**src/rtl/crc32_frame_engine.sv**
```systemverilog
// CRC-32 frame engine: drains a fixed-length frame of words from a show-ahead FIFO,
// computes the CRC with a 32-bit-per-cycle unrolled update, and offers it on valid/ready.
module crc32_frame_engine #(
  parameter int unsigned DATA_WIDTH = 32,
  parameter int unsigned LEN_WIDTH  = 16,
  parameter logic [31:0] POLY       = 32'h04C11DB7,
  parameter logic [31:0] INIT       = 32'hFFFFFFFF,
  parameter logic [31:0] XOROUT     = 32'hFFFFFFFF,
  parameter bit          REFLECT    = 1'b1
) (
  input  logic                  r_clk,
  input  logic                  rrst_n,
  input  logic                  start,
  input  logic [LEN_WIDTH-1:0]  frame_len,
  input  logic                  abort,
  input  logic [DATA_WIDTH-1:0] fifo_data,
  input  logic                  fifo_empty,
  output logic                  fifo_rd_en,
  output logic                  busy,
  output logic [31:0]           crc_out,
  output logic                  crc_valid,
  input  logic                  crc_ready
);

  typedef enum logic [1:0] {StIdle, StRun, StDone} state_e;

  function automatic logic [31:0] bit_reverse(input logic [31:0] v);
    logic [31:0] r;
    r = '0;
    for (int i = 0; i < 32; i++) r[i] = v[31-i];
    return r;
  endfunction

  localparam logic [31:0] POLY_REFL = bit_reverse(POLY);

  // Full 32 bit-steps unrolled into one combinational update.
  function automatic logic [31:0] crc_word(input logic [31:0] c_in, input logic [31:0] d);
    logic [31:0] c;
    logic        fb;
    c = c_in;
    for (int i = 0; i < 32; i++) begin
      if (REFLECT) begin
        fb = c[0] ^ d[i];
        c  = {1'b0, c[31:1]} ^ (fb ? POLY_REFL : 32'h0);
      end else begin
        fb = c[31] ^ d[31-i];
        c  = {c[30:0], 1'b0} ^ (fb ? POLY : 32'h0);
      end
    end
    return c;
  endfunction

  state_e               state_q, state_d;
  logic [31:0]          crc_q, crc_d;
  logic [LEN_WIDTH-1:0] remaining_q, remaining_d;
  logic [31:0]          crc_out_q, crc_out_d;
  logic                 crc_valid_q, crc_valid_d;
  logic [31:0]          word;
  logic [31:0]          crc_next;

  assign word       = fifo_data[31:0];
  assign crc_next   = crc_word(crc_q, word);
  assign fifo_rd_en = (state_q == StRun) && !fifo_empty && !abort;
  assign busy       = (state_q != StIdle);
  assign crc_out    = crc_out_q;
  assign crc_valid  = crc_valid_q;

  always_comb begin
    state_d     = state_q;
    crc_d       = crc_q;
    remaining_d = remaining_q;
    crc_out_d   = crc_out_q;
    crc_valid_d = crc_valid_q;

    if (abort) begin
      state_d     = StIdle;
      crc_valid_d = 1'b0;
      remaining_d = '0;
    end else begin
      unique case (state_q)
        StIdle: begin
          if (start) begin
            if (frame_len != '0) begin
              remaining_d = frame_len;
              crc_d       = INIT;
              state_d     = StRun;
            end else begin
              crc_out_d   = INIT ^ XOROUT;
              crc_valid_d = 1'b1;
              state_d     = StDone;
            end
          end
        end
        StRun: begin
          if (fifo_rd_en) begin
            crc_d       = crc_next;
            remaining_d = remaining_q - LEN_WIDTH'(1);
            if (remaining_q == LEN_WIDTH'(1)) begin
              crc_out_d   = crc_next ^ XOROUT;
              crc_valid_d = 1'b1;
              state_d     = StDone;
            end
          end
        end
        StDone: begin
          if (crc_ready) begin
            crc_valid_d = 1'b0;
            state_d     = StIdle;
          end
        end
        default: state_d = StIdle;
      endcase
    end
  end

  always_ff @(posedge r_clk or negedge rrst_n) begin
    if (!rrst_n) begin
      state_q     <= StIdle;
      crc_q       <= INIT;
      remaining_q <= '0;
      crc_out_q   <= '0;
      crc_valid_q <= 1'b0;
    end else begin
      state_q     <= state_d;
      crc_q       <= crc_d;
      remaining_q <= remaining_d;
      crc_out_q   <= crc_out_d;
      crc_valid_q <= crc_valid_d;
    end
  end

endmodule

```
**config.mk**
```make
export PLATFORM = sky130hd
export DESIGN_NAME = crc32_frame_engine
export DESIGN_NICKNAME = d
export VERILOG_FILES = /design/src/rtl/crc32_frame_engine.sv
export SDC_FILE = /design/constraint.sdc
export NUM_CORES = 1
export LEC_CHECK = 0
export ABC_AREA = 1
export CORE_MARGIN = 5
export CORE_UTILIZATION = 54
export CTS_CLUSTER_SIZE = 20
export DETAILED_ROUTE_END_ITERATION = 8
export GPL_ROUTABILITY_DRIVEN = 0
export GPL_TIMING_DRIVEN = 0
export PLACE_DENSITY = 0.77
export SKIP_CTS_REPAIR_TIMING = 1
export SLEW_MARGIN = 20
export SYNTH_ARGS = -nofsm -noshare
export SYNTH_HDL_FRONTEND = slang
export SYNTH_SLANG_ARGS = --single-unit
```
**constraint.sdc**
```tcl
create_clock -name r_clk -period 2.87 [get_ports r_clk]
set_clock_uncertainty 0.15 [all_clocks]
set_input_delay 0.7175 -clock r_clk [delete_from_list [all_inputs] [get_ports r_clk]]
set_output_delay 0.7175 -clock r_clk [all_outputs]
set_load 0.05 [all_outputs]
```
==> results.yml <==
outcome:
  outcome: "finished, violations left"
  violations: "negative setup slack"
sta:
  timing.slew.headroom_pct: 21.4
  hold_ws_ns: 0.197
  fin_ws_ns: -1.24
  fin_crit_sh_pct: 143
  grt_setup_unrepaired: "true"
  fmax_mhz: 243
  setup_violations: 64
  tightestPinTransition_ns: 1.18
  drv_slew: 0
  timing.final.crit_period_ns: 4.11
  hold_violations: 0
placed_design:
  port_buffers: 88
  hpwl_um: 23900
global_route:
  grt_first_pass_wirelength_um: 46900
  gr-usage-all-layers_pct: 29.9
  grt_pass1_vias: 9024
  antenna_found_initial: 0
  grt_max_degree: 52
  overflow: 0
floorplan:
  die_w_um: 140
  coreArea_um2: 16600
  rows: 47
  dieArea_um2: 19700
  pin_count: 89
  die_y_um: 140
  initial_core_util_pct: 55.2
layout:
  multi_input_area_um2: 9230
  drive_gt1_share_pct: 45.5
  num_antenna_cells: 0
  nFillCells: 721
  area_growth_pct: 60.2
  final-seq-area_um2: 2120
  nets: 1707
logic_synthesis:
  synth_warnings: 0
  synth_top_area_share_pct: 23.6
  netlist_instances: 1434
  syn_area_um2: 9160
  synth.avg_cell_area_um2: 6.39
  async_reset_ff_share_pct: 100
  synth_top_area_cell: "nand2_1"
  netlist_top_cells_count: "nand2_1, nand3_1, inv_1"
  synth_fp_nets: 1490
  synth_ff_type: "dfrtp_1"
  synth.area.top_cells: "nand2_1, dfrtp_1, dfstp_2, nand3_1, xor2_1"
  synth.most_common_cell: "nand2_1"
  yosysSeqAreaShare_pct: 23.1
  synth-edff-count: 0
  synth_seq_cells: 83
  synth_cell_types: 45
drt:
  vias_per_cell: 6.49
  routed_wirelength_um: 45200
  dr_total_vias: 12200
  wl_met1_um: 14600
  drt_pass1_iterations: 7
  drt_iter0_drc: 1883
  post-route-drc-count: 0
  top_layer_used: "met4"
  drtAntennaViolNets: 0
  met3_length_um: 5700
  route.met2.wl_um: 20400
  route.detailed.wl_per_inst_um: 24.1
clock_tree:
  cts_max_path_buffers: 2
  clock_latency_ns: 0.35
  clockRootBuffer: "clkbuf_16"
  cts.sinks: 83
  cts_made_buffers: 9
  path_clk_slew_ns: 0.06
  tritoncts: "built"
  h-tree-depth: 3
critical_path:
  cp_max_fo: 8
  cp.required_ns: 3.00
  cp-start-kind: "register"
  critPathKind: "reg2reg"
  cpMaxStageDelayCell: "dfstp_2"
  crit_arrival_ns: 4.24
  r2r_slack_ns: -1.24
  worst_setup_path_end_kind: "register"
  crit_buf_inv: 4
  ff2ff_path_depth: 18
  crit_path_cell_trace: "inv_4 -> nand2_4 -> nand2_8 -> nand2_2 -> nand2_4 -> buf_4 -> xor2_1 -> xor2_1 -> xor2_1 -> xnor2_2 -> buf_4 -> xnor2_2 -> xor2_2 -> inv_1 -> nand2_1 -> nand3_2 -> nand2_1 -> nand2_1"
  timing.rr.end: "crc_q[7]$_DFFE_PN1P_"
  reg2reg_from: "crc_q[1]$_DFFE_PN1P_"
  slowest_delay_ns: 0.62
  cp_top_family: "XOR/XNOR gates"
hold_path:
  hp-class: "in2async"
flow_run:
  maxCapViolCount: 0
## cells by family (layout without fill, tap and decap cells)
family          Yosys count  in the layout  synth area share [%]
simple gates            974            978                  52.4
fa+ha+maj                 2              2                 0.273
flops                    83             83                  23.1
compound gates           94             94                  5.85
xor+xnor                113            113                  11.3
buf+inv                 168            386                  7.10
## worst max-delay path by stage
stage	startpoint	endpoint	slack, ns	cells past startpoint
2_1_floorplan	fifo_data[3]	crc_out[26]$_DFFE_PN0P_	-0.18	28
6_report	crc_q[1]$_DFFE_PN1P_	crc_q[7]$_DFFE_PN1P_	-1.24	18
3_3_place_gp	rrst_n	crc_out[19]$_DFFE_PN0P_	-2.06	1
4_1_cts	fifo_data[3]	crc_q[4]$_DFFE_PN1P_	-1.29	26
3_5_place_dp	fifo_data[3]	crc_q[4]$_DFFE_PN1P_	-1.64	26
5_1_grt	crc_q[1]$_DFFE_PN1P_	crc_q[17]$_DFFE_PN1P_	-1.25	21
## state kept, by name (all words and copies together) (netlist names)
name and cells:
state_q 2, crc_valid 1, crc_q 32, remaining_q 16
crc_out 32
## layout make-up
class,count,area share (%)
Multi-Input combinational cell,1187,62.9
Sequential cell,83,14.4
Timing Repair Buffer,202,13.1
Inverter,148,4.80
Tap cell,220,1.88
Clock buffer,10,1.63
Buffer,20,0.750
Clock inverter,6,0.443
## routing by layer
layer	track usage, %	up-vias
met5	0	-
met3	3.41	443
li1	-	4983
met4	11.9	0
met2	48.6	1157
met1	40.7	5591
## cell usage in the layout, fill, tap and decap left out, types with 12 or more instances in the layout
| master | instances |
|---|---|
| buf_4 | 91 |
| buf_6 | 15 |
| clkbuf_1 | 12 |
| clkdlybuf4s50_1 | 67 |
| dfrtp_1 | 51 |
| dfstp_2 | 32 |
| dlymetal6s2s_1 | 13 |
| inv_1 | 94 |
| inv_2 | 31 |
| nand2_1 | 378 |
| nand2_2 | 154 |
| nand2_4 | 125 |
| nand2_8 | 56 |
| nand3_1 | 81 |
| nand3_2 | 56 |
| nand3_4 | 48 |
| nand4_1 | 15 |
| nor2_1 | 33 |
| o21ai_0 | 31 |
| o21ai_1 | 15 |
| o21ai_2 | 20 |
| o22ai_1 | 12 |
| xnor2_2 | 12 |
| xor2_1 | 64 |
| xor2_2 | 26 |
## metrics by stage
step,setup TNS (ns),area [µm²],setup WS [ns],utilization [%],instances
after detailed placement,-100.56,11000,-1.64,66.6,1743
after floorplan,-5.20,9870,-0.177,-,1434
after CTS,-72.53,11400,-1.29,68.5,1759
after global placement,-235.67,11000,-2.06,66.5,1742
after global routing,-63.68,14700,-1.25,88.5,1876
final,-62.08,14700,-1.24,88.5,1876
Power is not shown: default switching activity piles up to over one toggle a cycle in this logic, so the estimate is an artifact.
